===== src/rtl/seg7_to_binary_scanner.sv =====
// seg7_to_binary_scanner
// Snoops a multiplexed 7-segment bus (segment lines plus one-hot digit select).
// Each digit dwell is debounced, decoded back to a 4-bit code and collected
// into a frame. The frame is presented on a valid/ready output port.
module seg7_to_binary_scanner #(
  parameter int NUM_DIGITS    = 4,
  parameter int STABLE_CYCLES = 3
) (
  input  logic                    clk,
  input  logic                    rst_n,
  input  logic                    en,
  input  logic [6:0]              seg_in,
  input  logic [NUM_DIGITS-1:0]   dig_sel,
  output logic [4*NUM_DIGITS-1:0] out_bcd,
  output logic [NUM_DIGITS-1:0]   out_err,
  output logic                    out_valid,
  input  logic                    out_ready
);

  localparam int            CW      = $clog2(STABLE_CYCLES + 1);
  localparam logic [CW-1:0] CNT_MAX = CW'(STABLE_CYCLES);

  typedef enum logic {ST_COLLECT, ST_WAIT} state_t;

  state_t                  state;
  logic [6:0]              sample_seg;
  logic [NUM_DIGITS-1:0]   sample_sel;
  logic [CW-1:0]           cnt;
  logic [NUM_DIGITS-1:0]   mask;
  logic [4*NUM_DIGITS-1:0] shadow_bcd;
  logic [NUM_DIGITS-1:0]   shadow_err;

  logic                    sel_onehot;
  logic                    same_pair;
  logic [CW-1:0]           cnt_next;
  logic                    capture;
  logic [3:0]              dec_code;
  logic                    dec_err;
  logic [NUM_DIGITS-1:0]   mask_cap;
  logic [4*NUM_DIGITS-1:0] shadow_bcd_cap;
  logic [NUM_DIGITS-1:0]   shadow_err_cap;

  // Map a segment pattern back to its digit code; blank is legal, anything else is an error.
  always_comb begin
    dec_err = 1'b0;
    case (seg_in)
      7'b1111110: dec_code = 4'd0;
      7'b0110000: dec_code = 4'd1;
      7'b1101101: dec_code = 4'd2;
      7'b1111001: dec_code = 4'd3;
      7'b0110011: dec_code = 4'd4;
      7'b1011011: dec_code = 4'd5;
      7'b1011111: dec_code = 4'd6;
      7'b1110000: dec_code = 4'd7;
      7'b1111111: dec_code = 4'd8;
      7'b1111011: dec_code = 4'd9;
      7'b0000000: dec_code = 4'hF;
      default: begin
        dec_code = 4'hE;
        dec_err  = 1'b1;
      end
    endcase
  end

  // Stability counter update and single capture pulse per dwell.
  always_comb begin
    sel_onehot = (dig_sel != '0) && ((dig_sel & (dig_sel - 1'b1)) == '0);
    same_pair  = (seg_in == sample_seg) && (dig_sel == sample_sel);
    if (!sel_onehot)
      cnt_next = '0;
    else if (same_pair && (cnt != '0))
      cnt_next = (cnt == CNT_MAX) ? cnt : cnt + CW'(1);
    else
      cnt_next = CW'(1);
    capture = (cnt_next == CNT_MAX) && (cnt != CNT_MAX);
  end

  // Shadow slots and mask as they would look after the capture on this edge.
  always_comb begin
    mask_cap       = mask | dig_sel;
    shadow_bcd_cap = shadow_bcd;
    shadow_err_cap = shadow_err;
    for (int i = 0; i < NUM_DIGITS; i++) begin
      if (dig_sel[i]) begin
        shadow_bcd_cap[4*i +: 4] = dec_code;
        shadow_err_cap[i]        = dec_err;
      end
    end
  end

  // Sampling, frame collection and output handshake.
  always_ff @(posedge clk or negedge rst_n) begin
    if (!rst_n) begin
      state      <= ST_COLLECT;
      sample_seg <= '0;
      sample_sel <= '0;
      cnt        <= '0;
      mask       <= '0;
      shadow_bcd <= '0;
      shadow_err <= '0;
      out_bcd    <= '0;
      out_err    <= '0;
      out_valid  <= 1'b0;
    end else begin
      sample_seg <= seg_in;
      sample_sel <= dig_sel;
      if (!en) begin
        state      <= ST_COLLECT;
        cnt        <= '0;
        mask       <= '0;
        shadow_bcd <= '0;
        shadow_err <= '0;
        out_bcd    <= '0;
        out_err    <= '0;
        out_valid  <= 1'b0;
      end else begin
        cnt <= cnt_next;
        case (state)
          ST_COLLECT: begin
            if (capture) begin
              shadow_bcd <= shadow_bcd_cap;
              shadow_err <= shadow_err_cap;
              if (&mask_cap) begin
                out_bcd   <= shadow_bcd_cap;
                out_err   <= shadow_err_cap;
                out_valid <= 1'b1;
                mask      <= '0;
                state     <= ST_WAIT;
              end else begin
                mask <= mask_cap;
              end
            end
          end
          ST_WAIT: begin
            if (out_ready) begin
              out_valid <= 1'b0;
              state     <= ST_COLLECT;
            end
          end
          default: state <= ST_COLLECT;
        endcase
      end
    end
  end

endmodule

===== config.mk =====
export PLATFORM = sky130hd
export DESIGN_NAME = seg7_to_binary_scanner
export DESIGN_NICKNAME = d
export VERILOG_FILES = /design/src/rtl/seg7_to_binary_scanner.sv
export SDC_FILE = /design/constraint.sdc
export NUM_CORES = 1
export LEC_CHECK = 0
export BUFFER_PORTS_ARGS = -buffer_cell sky130_fd_sc_hd__buf_2
export CAP_MARGIN = 10
export CELL_PAD_IN_SITES_DETAIL_PLACEMENT = 1
export CELL_PAD_IN_SITES_GLOBAL_PLACEMENT = 1
export CORE_UTILIZATION = 30
export CTS_CLUSTER_DIAMETER = 200
export DETAILED_ROUTE_END_ITERATION = 7
export GPL_ROUTABILITY_DRIVEN = 0
export PLACE_DENSITY = 0.62
export SLEW_MARGIN = 30
export SYNTH_ARGS = -nofsm -noshare
export SYNTH_HDL_FRONTEND = slang
export SYNTH_SLANG_ARGS = --single-unit
export TNS_END_PERCENT = 20

===== constraint.sdc =====
create_clock -name clk -period 2.3 [get_ports clk]
set_clock_uncertainty 0.15 [all_clocks]
set_input_delay 0.69 -clock clk [delete_from_list [all_inputs] [get_ports clk]]
set_output_delay 0.69 -clock clk [all_outputs]
set_load 0.02 [all_outputs]

==> results of run 1 <==
-- state kept, by name, summed over array words and instances (netlist names) --
name	count
shadow_err	4
state	1
out_err	4
shadow_bcd	16
sample_seg	7
out_bcd	16
cnt	2
sample_sel	4
mask	4
out_valid	1
-- Yosys cell counts, drive strengths merged, types with 2 or more instances --
master	count	share of area
mux2i	20	0.066
and2	3	0.0062
or3	2	0.0041
o211ai	5	0.012
inv	4	0.0050
and4	4	0.012
dfrtp	59	0.49
nor2	15	0.019
nand2	37	0.048
o21ai	14	0.024
nand4	4	0.015
nand3	4	0.0066
xor2	11	0.032
o211a	3	0.0099
nor3	2	0.0070
a211o	8	0.023
nand2b	4	0.0083
or4b	2	0.0079
xnor2	2	0.0058
and3	2	0.0041
a21oi	2	0.0033
nor4	7	0.014
a31oi	5	0.012
clkbuf	11	0.014
buf	13	0.028
nor2b	22	0.046
o22ai	6	0.012
a21boi	13	0.032
-- what timing repair did --
| action | 4_1_cts | 5_1_grt |
|---|---|---|
| setup buffers | 0 | 1 |
| gates resized for setup | 0 | 6 |
| endpoints found under the setup margin | 0 | 35 |
-- power by group through the flow --
stage / Clock [uW] / Combinational (uW) / Sequential, uW
2_1_floorplan: 0 / 111 / 1070
3_3_place_gp: 0 / 207 / 1070
3_5_place_dp: 0 / 210 / 1070
4_1_cts: 1120 / 212 / 1050
5_1_grt: 1180 / 236 / 1050
6_report: 1090 / 211 / 1050
-- critical path, cell delays in order --
cell	delay, ns
sky130_fd_sc_hd__buf_2	0.14
sky130_fd_sc_hd__or4b_4	0.55
sky130_fd_sc_hd__o311ai_4	0.13
sky130_fd_sc_hd__buf_4	0.20
sky130_fd_sc_hd__and4_1	0.17
sky130_fd_sc_hd__buf_4	0.18
sky130_fd_sc_hd__mux2i_1	0.22
sky130_fd_sc_hd__nor2b_1	0.07
-- layer usage --
| layer | wire length, um | GRT usage |
|---|---|---|
| met5 | 0 | 0 |
| met4 | 111 | 0.0560 |
| met3 | 193 | 0.0451 |
| met2 | 3770 | 0.274 |
| met1 | 3770 | 0.227 |
-- area by class of cell --
| type | instances | area share |
|---|---|---|
| inverters | 4 | 0.00392 |
| repair buffers | 74 | 0.135 |
| clock buffers | 10 | 0.0360 |
| well taps | 133 | 0.0435 |
| clock inverters | 6 | 0.0232 |
| flip-flops and latches | 59 | 0.386 |
| multi-input cells | 206 | 0.372 |
-- logic make-up (layout without fill, tap and decap cells) --
| kind of cell | after synthesis | in the layout |
|---|---|---|
| buffers and inverters | 28 | 94 |
| muxes | 20 | 20 |
| and+or+nand+nor | 111 | 111 |
| xor gates and xnor gates | 13 | 13 |
| AOI/OAI and AO/OA | 62 | 62 |
| DFF | 59 | 59 |
-- stage by stage --
| stage | setup WS, ns | util | power [uW] |
|---|---|---|---|
| after floorplan | -0.143 | - | 1180 |
| after global placement | -0.279 | 0.366 | 1280 |
| after detailed placement | -0.346 | 0.366 | 1280 |
| after CTS | 0.0147 | 0.389 | 2380 |
| after global routing | -0.0467 | 0.391 | 2470 |
| final | 0.0347 | 0.391 | 2350 |
-- worst max path at each step --
stage | start | endpoint | slack, ns
after floorplan | dig_sel[2] | out_err[2]$_DFFE_PN0P_ | -0.14
after CTS | dig_sel[1] | out_bcd[3]$_DFFE_PN0P_ | 0.01
after detailed placement | dig_sel[1] | out_bcd[4]$_DFFE_PN0P_ | -0.35
after global placement | dig_sel[2] | shadow_bcd[9]$_DFFE_PN0P_ | -0.28
after global routing | dig_sel[1] | out_bcd[7]$_DFFE_PN0P_ | -0.05
final | dig_sel[2] | shadow_bcd[15]$_DFFE_PN0P_ | 0.03
-- cells in the final DEF (no fill, tap or decap), types with 5 or more instances in the layout --
cell type                  instances
sky130_fd_sc_hd__mux2i_1          20
sky130_fd_sc_hd__nor2_1           15
sky130_fd_sc_hd__nand2_1          36
sky130_fd_sc_hd__xor2_1           11
sky130_fd_sc_hd__buf_2            35
sky130_fd_sc_hd__dfrtp_1          59
sky130_fd_sc_hd__a211o_1           8
sky130_fd_sc_hd__o22ai_1           6
sky130_fd_sc_hd__a21boi_1          8
sky130_fd_sc_hd__buf_4            35
sky130_fd_sc_hd__o211ai_1          5
sky130_fd_sc_hd__nor2b_1          22
sky130_fd_sc_hd__o21ai_0          13
sky130_fd_sc_hd__a21boi_0          5
sky130_fd_sc_hd__nor4_1            6
sky130_fd_sc_hd__clkbuf_8         10
==> results.md, run 1 <==
STA:
- The total negative slack for setup checks is 0 ns.
- Based on the critical path, the design can be clocked at up to 0.441 GHz.
- The period utilization is 0.985.
- The final critical-path required period is about 2.3 ns.
- The final number of max-transition violations came to 0.
- The minimum hold slack is 0.172 ns.
- The total count of hold-check failures in the final report is 0.
- Setup repair after global routing could not meet its margin everywhere.
- The slew at the pin with the worst max-slew slack is 0.410 ns.
- In this run the tightest slew margin relative to its limit is 0.726.
- Setup violations remaining at the end of the flow were counted as 0.

Worst setup path:
- The number of cells on the worst reg-to-reg path is 7.
- STA classifies the critical path startpoint as a primary input.
- The maximum fanout count along the critical path is 6.
- The worst path arrival time is 2.35 ns.
- The capturing element type of the critical path is a register.
- The data required time of the worst path is about 2.4 ns.
- The endpoint identified for the worst register-to-register timing path is shadow_bcd[15]$_DFFE_PN0P_.
- Setup slack on the worst reg-to-reg path comes out at 0.21 ns.
- The critical path is of the in -> reg type.
- The worst register-to-register path begins at sample_seg[6]$_DFF_PN0_.

Synthesis:
- The area fraction in compound gates after synthesis is 0.153.
- Counting distinct cell types in the post-synthesis netlist gives 47.
- The dominant synthesized flop cell is sky130_fd_sc_hd__dfrtp_1.
- The synthesized design contains 59 register bits.
- Synthesis produced a netlist whose cell count is ~290.
- Of the total synthesized cell area, the portion taken by full adders, half adders and majority gates is 0.
- For this run, asynchronously set or reset flops after synthesis account for 1.00.
- The register area share after synthesis is 0.489.
- The area fraction in and, or, nand and nor cells after synthesis is 0.207.
- Of the total synthesized cell area, the portion taken by XOR and XNOR cells is 0.0377.
- By area, the combinational part of the netlist is dominated by simple AND/OR/NAND/NOR gates.
- In this run, synthesis inferred 0 flip-flops with an integrated enable.
- The mapped netlist covers 3020 um^2.
- During synthesis, Yosys emitted a total of 0 warnings.
- The mean area per synthesized cell is 10.3 um^2.
- The mux contribution to synthesized area is 0.0663.
- When the netlist entered floorplanning its net count stood at between 300 and 400.

Power:
- The part of the power in combinational logic is 0.090.
- The share of total power dissipated in the clock network is 0.462.
- Cell internal power was estimated by the tool at between 1500 and 2000 uW.
- The power density normalized to cell area is 615 nW/um^2.
- The net switching power of the design is 583 uW.
- VDD sags by at most 0.000297 V.
- In this run the static leakage power is 0.00179 uW.
- The switching fraction of total power is 0.248.
- Of the total power, registers draw 0.448.

Final layout:
- The number of antenna diodes in the final layout is 0.
- Of the cells placed in the final design, the portion with a size suffix greater than 1 is 0.290.
- The post-layout instance count excluding filler cells is about 500.
- The multi-input combinational cells in the finished layout cover a total of 1420 um^2.
- Fill cells in the final layout number ~1,100.
- In the final design database the tool counted about 370 nets.
- Compared with the post-synthesis result, the final layout area differs by 26.7%.
- The area taken by flip-flops and latches is 1480 um^2.
- The cell area after layout is roughly 3800 um^2.

GRT:
- The via count of the first global-routing pass was approximately 2,500.
- The total congestion overflow is 0.
- The first-pass GRT wire length is 13.3 mm.
- The global-route total usage across every layer is 0.172.
- Entering global routing, the biggest net connects 43 pins.
- The initial antenna violation count was 0.

Floorplanning:
- The number of top-level pins is 36.
- The die covers around 10,000 um^2.
- The starting density of the core is 0.309.
- The floorplan step set the die width to 102 um.
- In this run the vertical extent of the chip is 102 um.
- The initialized floorplan defines 36 standard-cell rows.
- The core region area is 9770 um^2.

Clock network:
- TritonCTS built the clock tree.
- The count of hold buffers inserted by post-cts repair is 0.
- The number of clock sinks seen by CTS is a little under 60.
- The later pin in the worst-skew pair is clocked with a latency of 0.35 ns.
- Counting along the longest clock path gives a buffer depth of 2.
- After clock tree synthesis, the clock-pin slew on the worst setup and hold paths is around 0.070 ns.
- The number of buffers created by CTS is 9.
- Clock tree synthesis selected as its root buffer the cell sky130_fd_sc_hd__clkbuf_8.
- The count of H-tree levels built during CTS is 3.

Drt:
- For this block, the initial DRC count from the detailed router was 110.
- Wires add up to 7.85 mm.
- The post-detailed-route count of antenna-violating nets is 0.
- The vias per cell is 4.86.
- The first-pass iteration count of the detailed router is 4.
- For this run, design rule violations remaining after detail routing come to 0.
- The detail-routed net length per standard cell is roughly 16 um.
- The via count is 2,392.

Placement:
- The number of I/O port buffers is 35.
- Including well taps, the total number of placed cells is 475.
- The placed instance area is 3570 um^2.
- The HPWL after detailed placement is ~5.5 mm.

Job:
- Across the run, the number of max-cap violations was 0.

Worst hold path:
- The class of the worst hold path is in -> async.

Status:
- The flow ran to the end, and the final reports show no timing, DRC or antenna violations.
Note: power is estimated with default switching activity, not from simulation.
==> run 2, diff against run 1 <==
- ABC_AREA: not set -> 1
- PLACE_DENSITY: 0.62 -> 0.65
==> run 2 against run 1 <==
Compared with the run above:
- power increased by 3.1%
- fmax is 15% higher
- worst setup slack better by 0.30 ns
- first-iteration DRC count grew 2.7%
- final cell count is 25% higher
- combinational power increased by 17%
- final area down 1.2%
- routed wire length increased by 12%
- via count increased by 19%
- sequential power about the same
- critical path type unchanged
==> results.md, run 2 <==
Status:
- The run finished with clean final reports.

Worst setup path:
- The data required time of the worst path is 2.44 ns (+0.05 ns).
- On the critical path the largest part of the delay comes from simple AND/OR/NAND/NOR gates.
- The number of buffer and inverter stages on the critical path is 2 (-1).
- The worst setup path is captured at a register.
- The worst setup slack for register-to-register paths is 0.51 ns (+0.30 ns).
- The worst path arrival time is 2.10 ns (-0.25 ns).
- The most prevalent standard cell on the critical path is sky130_fd_sc_hd__nand2_1.
- Among all stages on the critical path, the largest delay is contributed by sky130_fd_sc_hd__nor2_8.
- The worst setup path is of the in -> reg kind.
- The maximum fanout count along the critical path is 17 (+11).
- STA classifies the critical path startpoint as a primary input.
- The critical path's largest stage delay is 0.29 ns (-0.26 ns).
- Traced cell by cell, the critical path runs through buf_2 -> inv_1 -> nand2_1 -> nand2_1 -> nand2_1 -> nand2_1 -> nor2_1 -> nand3_4 -> nor2_8 -> nand3_1 -> nand2_1.

Placement:
- The number of I/O port buffers is 35 (unchanged).
- The HPWL after detailed placement is 6.23 mm (+13%).
- The placed instance area is 3560 um^2 (-0.53%).
- The count of placed standard cells including taps was 597 (+26%).
- The worst slack at placement is -0.0414 ns (+0.305 ns).

GRT:
- The via count of the first global-routing pass is 3,071 (+22%).
- The first-pass GRT wire length is 15.5 mm (+17%).
- The global-route total usage across every layer is 0.180 (+0.00852).
- The pin count of the biggest net entering global routing came to 60 (+40%).
- The total congestion overflow is 0 (unchanged).
- The initial antenna violation count came to 0 (unchanged).

Floorplanning:
- The core region area came to 10,300 um^2 (+5.1%).
- The number of top-level pins came to 36 (unchanged).
- The starting density of the core came to 0.308 (-0.00124).
- The total number of placement rows came to 37 (+2.8%).
- The height of the chip is 105 um (+2.3%).
- The area of the die is 11,000 um^2 (+4.6%).
- The horizontal extent of the die is 105 um (+2.3%).

Job:
- The number of violations of the max-capacitance limit is 0 (unchanged).

Synthesis:
- The area of the mapped netlist is 3160 um^2 (+4.7%).
- The top cell type's share of synthesized area is 0.467 (-0.0220).
- The most used flip-flop cell after synthesis is sky130_fd_sc_hd__dfrtp_1.
- Yosys instantiated no cell more often than sky130_fd_sc_hd__nand2_1.
- The library cell with the largest summed area after synthesis is sky130_fd_sc_hd__dfrtp_1.
- The number of standard cells after synthesis is 425 (+45%).
- The number of nets produced by synthesis came to 440 (+43%).
- The number of distinct library cell variants in the gate-level netlist after synthesis is 28 (-40%).
- The share of synthesized registers carrying an async set or reset came to 1.00 (unchanged).
- The register area share after synthesis came to 0.467 (-0.0220).
- The mean area per synthesized cell is 7.44 um^2 (-28%).
- The commonest cells after synthesis are sky130_fd_sc_hd__nand2_1, sky130_fd_sc_hd__nand3_1, sky130_fd_sc_hd__dfrtp_1, sky130_fd_sc_hd__nor2_1, sky130_fd_sc_hd__inv_1.
- The Yosys warning count came to 0 (unchanged).
- After synthesis, the cell types taking the most area are sky130_fd_sc_hd__dfrtp_1, sky130_fd_sc_hd__nand2_1, sky130_fd_sc_hd__nand3_1.
- The number of synthesized flops with an enable pin is 0 (unchanged).
- The flop and latch count out of synthesis came to 59 (unchanged).

Clock network:
- The number of clock sinks seen by CTS is 59 (unchanged).
- The clock slew seen by the registers of the worst setup and hold paths was 0.08 ns (about the same).
- The clock latency at the later pin of the worst-skew pair is 0.34 ns (about the same).
- The maximum root-to-sink buffer count is 2 (unchanged).
- TritonCTS built the clock tree.
- The count of H-tree levels built during CTS is 3 (unchanged).
- The count of hold buffers inserted by post-cts repair is 0 (unchanged).
- The number of buffers created by CTS came to 9 (unchanged).
- The clock root buffer master is sky130_fd_sc_hd__clkbuf_8.
- The number of setup buffers added after CTS was 0 (unchanged).
- The count of instances resized after the clock tree is built came to 0 (unchanged).

STA:
- The final critical-path required period came to 1.96 ns (-0.301 ns).
- The total count of hold-check failures in the final report is 0 (unchanged).
- The headroom to the max-slew limit is 0.772 (+0.0463).
- The final number of max-transition violations is 0 (unchanged).
- The total of endpoints with negative setup slack in the final report is 0 (unchanged).
- The minimum setup slack in the final design is 0.336 ns (+0.301 ns).
- The maximum achievable frequency is 0.509 GHz (+15%).
- Setup repair after global routing left no endpoint under its margin.
- The slew at the pin with the worst max-slew slack is 0.341 ns (-0.0684 ns).
- The period utilization came to 0.854 (-0.131).

Power:
- The worst IR drop on VDD is 0.000284 V (-4.3%).
- The power density normalized to cell area is 641 nW/um^2 (+4.3%).
- The part of the power in combinational logic was 0.102 (+0.012).
- The sequential cell fraction of total power came to 0.442 (-0.006).
- The cell-internal power is 1750 uW (-0.78%).
- The switching fraction of total power is 0.276 (+0.0282).
- The share of total power in the clock network was 0.456 (-0.006).
- The leakage dissipation is 0.00210 uW (+18%).
- The net switching power of the design is 670 uW (+15%).
- The total power of the final layout is 2420 uW (+3.1%).

Final layout:
- The post-layout instance count excluding filler cells came to 613 (+25%).
- The cell area after layout is 3780 um^2 (-1.2%).
- The number of fill cells in the layout is 1,317 (+16%).
- In the final layout, the registers with the most flip-flops are out_bcd: 16 flops, shadow_bcd: 16 flops, sample_seg: 7 flops.
- In the layout the commonest cells are sky130_fd_sc_hd__nand2_1, sky130_fd_sc_hd__nand3_1, sky130_fd_sc_hd__nor2_1, sky130_fd_sc_hd__dfrtp_1, sky130_fd_sc_hd__buf_2.
- The antenna cell count came to 0 (unchanged).
- The utilization after layout is 0.368 (-0.0237).
- The net total in the final layout is 487 (+32%).
- The share of cells above drive strength 1 is 0.187 (-0.103).
- The most common cell after layout, fill and taps aside is sky130_fd_sc_hd__nand2_1.
- Compared with the post-synthesis result, the final layout area differs by 19.5%.

Drt:
- The detailed-route DRC error count is 0 (unchanged).
- The first-pass iteration count of the detailed router is 4 (unchanged).
- The via count is 2,858 (+19%).
- The post-detailed-routing wire length is 8.80 mm (+12%).
- The detail-routed net length per standard cell is 14.4 um (-10%).
- The vias per cell was 4.66 (-4.1%).
- The post-detailed-route count of antenna-violating nets is 0 (unchanged).
- The detailed router's first-iteration violation count is 113 (+2.7%).

Worst hold path:
- The class of the worst hold path is in -> async.
## run 2: metal layers
metal,track usage,vias up,part of all wire
met5,0,-,0
met4,0.0614,0,0.010
met3,0.0293,8,0.022
met2,0.299,42,0.48
met1,0.238,1377,0.49
li1,-,1431,-
## run 2: cell families after synthesis
logic type / count (synthesis) / share of synthesized area
DFF: 59 / 0.467
AOI/OAI and AO/OA: 23 / 0.0364
buffers and inverters: 58 / 0.0850
xor gates and xnor gates: 4 / 0.0111
and+or+nand+nor: 281 / 0.401
## run 2: power by group through the flow
| stage | Combinational, uW | Sequential [uW] | Clock, uW |
|---|---|---|---|
| after floorplan | 149 | 1090 | 0 |
| after global placement | 246 | 1090 | 0 |
| after detailed placement | 252 | 1090 | 0 |
| after CTS | 253 | 1070 | 1130 |
| after global routing | 285 | 1080 | 1180 |
| final | 247 | 1070 | 1110 |
## run 2: area by class of cell
class	count	area [um^2]	share of cell area
well taps	136	170	0.0450
flip-flops and latches	59	1480	0.391
multi-input cells	308	1420	0.375
repair buffers	53	335	0.0887
inverters	41	156	0.0414
clock inverters	7	100	0.0265
clock buffers	9	124	0.0328
## run 2: worst reg2reg max path: stages, from the launching register on
cell                      delay, ns
sky130_fd_sc_hd__dfrtp_1       0.39
sky130_fd_sc_hd__nand2_1       0.10
sky130_fd_sc_hd__nand2_1       0.05
sky130_fd_sc_hd__nor2_1        0.12
sky130_fd_sc_hd__nand2_1       0.10
sky130_fd_sc_hd__nor2_4        0.16
sky130_fd_sc_hd__nand3_4       0.14
sky130_fd_sc_hd__nor2_8        0.29
sky130_fd_sc_hd__nand3_1       0.16
sky130_fd_sc_hd__nand2_1       0.08
## run 2: path summary, 6_finish.rpt
check | start | end | depth (start not counted)
worst max-delay path | dig_sel[1] | out_err[3]$_DFFE_PN0P_ | 11
worst min-delay path | rst_n | sample_seg[5]$_DFF_PN0_ | 2
worst max register to register | sample_seg[6]$_DFF_PN0_ | out_err[3]$_DFFE_PN0P_ | 9
worst min register to register | mask[0]$_DFFE_PN0P_ | mask[0]$_DFFE_PN0P_ | 2
max in group asynchronous | rst_n | cnt[0]$_DFF_PN0_ | 2
min in group clk | mask[0]$_DFFE_PN0P_ | mask[0]$_DFFE_PN0P_ | 2
## run 2: through the flow
stage                     hold WS [ns]   TNS, ns
after floorplan                  0.244         0
after global placement           0.309  -0.00568
after detailed placement         0.311    -0.158
after CTS                        0.197         0
after global routing             0.221         0
final                            0.193         0
==> run 3, diff against run 2 <==
- CORE_UTILIZATION: 30 -> 43
- PLACE_DENSITY: 0.65 -> 0.86
==> run 3 against run 2 <==
Compared with the run above:
- sequential power barely moved
- count of clock-buffer cells in the layout rose by 1
- critical endpoint is now out_bcd[10]$_DFFE_PN0P_
- flip-flop and latch count did not move
- combinational power barely moved
- hold slack got worse by 0.016 ns
- clock power fell by 14%
- largest power group is now registers
- fmax fell by 3.9%
- largest cell class unchanged
- via count rose by 4.1%
- routed wire length rose by 1.7%
- die area fell by 30%
==> results.md, run 3 (same netlist as run 2, synthesis figures left out) <==
Status:
- The flow ran to the end, and the final reports show no timing, DRC or antenna violations.

Placement:
- The HPWL after detailed placement is 6.25 mm (+0.30%).
- The number of I/O port buffers is 35 (unchanged).

STA:
- The period utilization is 0.889 (+0.0350).
- The headroom to the max-slew limit came to 0.780 (+0.00762).
- The minimum hold slack came to 0.177 ns (-0.0156 ns).
- The maximum achievable frequency was 0.489 GHz (-3.9%).
- Setup repair after global routing left no endpoint under its margin.
- The total negative slack for setup checks came to 0 ns (unchanged).
- The slew at the pin with the worst max-slew slack came to 0.330 ns (-0.0114 ns).
- The final critical-path required period is 2.05 ns (+0.0806 ns).
- The total of endpoints with negative setup slack in the final report is 0 (unchanged).
- The total count of hold-check failures in the final report is 0 (unchanged).
- The final number of max-transition violations is 0 (unchanged).

Clock network:
- The clock root buffer master is sky130_fd_sc_hd__clkbuf_8.
- The count of instances resized after the clock tree is built came to 0 (unchanged).
- The CTS tree is yes.
- The number of clock sinks seen by CTS came to 59 (unchanged).
- The maximum root-to-sink buffer count is 2 (unchanged).
- The count of H-tree levels built during CTS is 3 (unchanged).
- The clock latency at the later pin of the worst-skew pair came to 0.34 ns (about the same).
- The number of setup buffers added after CTS was 0 (unchanged).
- The count of hold buffers inserted by post-cts repair is 0 (unchanged).
- The clock slew seen by the registers of the worst setup and hold paths is 0.07 ns (about the same).
- The number of buffers created by CTS is 9 (unchanged).

Floorplanning:
- The starting density of the core is 0.455 (+0.148).
- The core region area came to 6940 um^2 (-32%).
- The height of the chip is 87.8 um (-16%).
- The horizontal extent of the die is 87.8 um (-16%).
- The total number of placement rows is 30 (-19%).
- The number of top-level pins is 36 (unchanged).
- The area of the die is 7700 um^2 (-30%).

GRT:
- The via count of the first global-routing pass is 3,162 (+3.0%).
- The pin count of the biggest net entering global routing is 60 (unchanged).
- The initial antenna violation count came to 0 (unchanged).
- The first-pass GRT wire length is 15.0 mm (-3.1%).
- The total congestion overflow was 0 (unchanged).
- The global-route total usage across every layer is 0.257 (+0.0769).

Power:
- The worst IR drop on VDD came to 0.000320 V (+13%).
- The leakage dissipation is 0.00209 uW (-0.59%).
- The power density normalized to cell area is 619 nW/um^2 (-3.5%).

Drt:
- The highest routed metal layer is met4.
- The first-pass iteration count of the detailed router is 4 (unchanged).
- The post-detailed-routing wire length is 8.95 mm (+1.7%).
- The via count is 2,976 (+4.1%).
- The detail-routed net length per standard cell is 15.7 um (+9.2%).
- The detailed router's first-iteration violation count was 122 (+8.0%).
- The detailed-route DRC error count was 0 (unchanged).
- The post-route met1 wirelength was 4.01 mm (-6.7%).
- The detailed-routed wire length on met2 is 4.52 mm (+7.3%).
- The vias per cell is 5.21 (+12%).
- The detailed-routed wire length on met3 came to 312 um (+60%).
- The post-detailed-route count of antenna-violating nets was 0 (unchanged).

Worst setup path:
- The startpoint identified for the worst register-to-register timing path is sample_seg[5]$_DFF_PN0_.
- STA classifies the critical path endpoint as a register.
- The endpoint of the lowest-slack register-to-register path is out_bcd[10]$_DFFE_PN0P_.
- In this run the worst setup path begins at dig_sel[1].
- The worst setup path is launched from a primary input.
- The worst path arrival time was 2.17 ns (+0.07 ns).
- The data required time of the worst path is 2.42 ns (-0.02 ns).
- The worst reg2reg path depth is 7 (-2).
- The maximum fanout count along the critical path came to 17 (unchanged).
- The worst setup slack for register-to-register paths came to 0.48 ns (-0.03 ns).
- The startpoint-to-endpoint class of the critical path is in -> reg.
- The capture point of the critical path is out_bcd[10]$_DFFE_PN0P_.

Final layout:
- In the final layout, the registers with the most flip-flops are out_bcd: 16 flops, shadow_bcd: 16 flops, sample_seg: 7 flops.
- In the layout the commonest cells are sky130_fd_sc_hd__nand2_1, sky130_fd_sc_hd__nand3_1, sky130_fd_sc_hd__nor2_1, sky130_fd_sc_hd__dfrtp_1, sky130_fd_sc_hd__buf_2.
- The net total in the final layout is 486 (-0.21%).
- The layout-stage area growth over the synthesis result is 16.3%.
- The antenna cell count is 0 (unchanged).
- The most common cell after layout, fill and taps aside is sky130_fd_sc_hd__nand2_1.
- The share of cells above drive strength 1 came to 0.183 (-0.00342).
- The number of fill cells in the layout came to 904 (-31%).

Worst hold path:
- The worst hold path belongs to the class in -> async.

Job:
- The number of violations of the max-capacitance limit is 0 (unchanged).
[run 3: worst min path at each step]
| stage | end | slack, ns | depth (start not counted) |
|---|---|---|---|
| final | shadow_bcd[12]$_DFFE_PN0P_ | 0.18 | 2 |
| after global routing | shadow_bcd[12]$_DFFE_PN0P_ | 0.23 | 2 |
| after CTS | shadow_bcd[12]$_DFFE_PN0P_ | 0.21 | 2 |
| after detailed placement | shadow_bcd[7]$_DFFE_PN0P_ | 0.32 | 2 |
| after global placement | mask[0]$_DFFE_PN0P_ | 0.31 | 2 |
| after floorplan | cnt[0]$_DFF_PN0_ | 0.24 | 0 |
[run 3: critical path, cell delays in order]
cell and delay [ns]:
sky130_fd_sc_hd__buf_2 0.12, sky130_fd_sc_hd__inv_1 0.13, sky130_fd_sc_hd__nand2_1 0.09, sky130_fd_sc_hd__nand2_1 0.07, sky130_fd_sc_hd__nand2_1 0.09, sky130_fd_sc_hd__nor2_1 0.26, sky130_fd_sc_hd__nand3_4 0.17, sky130_fd_sc_hd__nor2_8 0.30
sky130_fd_sc_hd__nand3_1 0.15, sky130_fd_sc_hd__nand2_1 0.09
[run 3: area by class of cell]
| class | instances | area (um^2) | share of cell area |
|---|---|---|---|
| clock buffers | 10 | 138 | 0.0374 |
| well taps | 96 | 120 | 0.0327 |
| multi-input cells | 308 | 1420 | 0.386 |
| inverters | 41 | 156 | 0.0425 |
| clock inverters | 5 | 53.8 | 0.0146 |
| repair buffers | 52 | 315 | 0.0857 |
| flip-flops and latches | 59 | 1480 | 0.401 |
[run 3: through the flow]
step	area [um^2]	utilization	power (uW)	setup slack [ns]	std cells
2_1_floorplan	3160	-	1240	0.261	425
3_3_place_gp	3490	0.502	1330	0.0145	556
3_5_place_dp	3490	0.502	1340	-0.0649	556
4_1_cts	3680	0.530	2290	0.250	571
5_1_grt	3680	0.530	2350	0.106	571
6_report	3680	0.530	2280	0.255	571
[run 3: routing by layer]
layer,track usage,vias to the layer above
li1,-,1431
met3,0.0292,8
met4,0.0820,0
met5,0,-
met2,0.464,57
met1,0.320,1480
[run 3: report_power, final]
group	leakage (uW)	internal, uW	switching [uW]
logic	0.00119	74.8	174
clock network	0.000102	520	433
registers	0.000791	1060	12.4
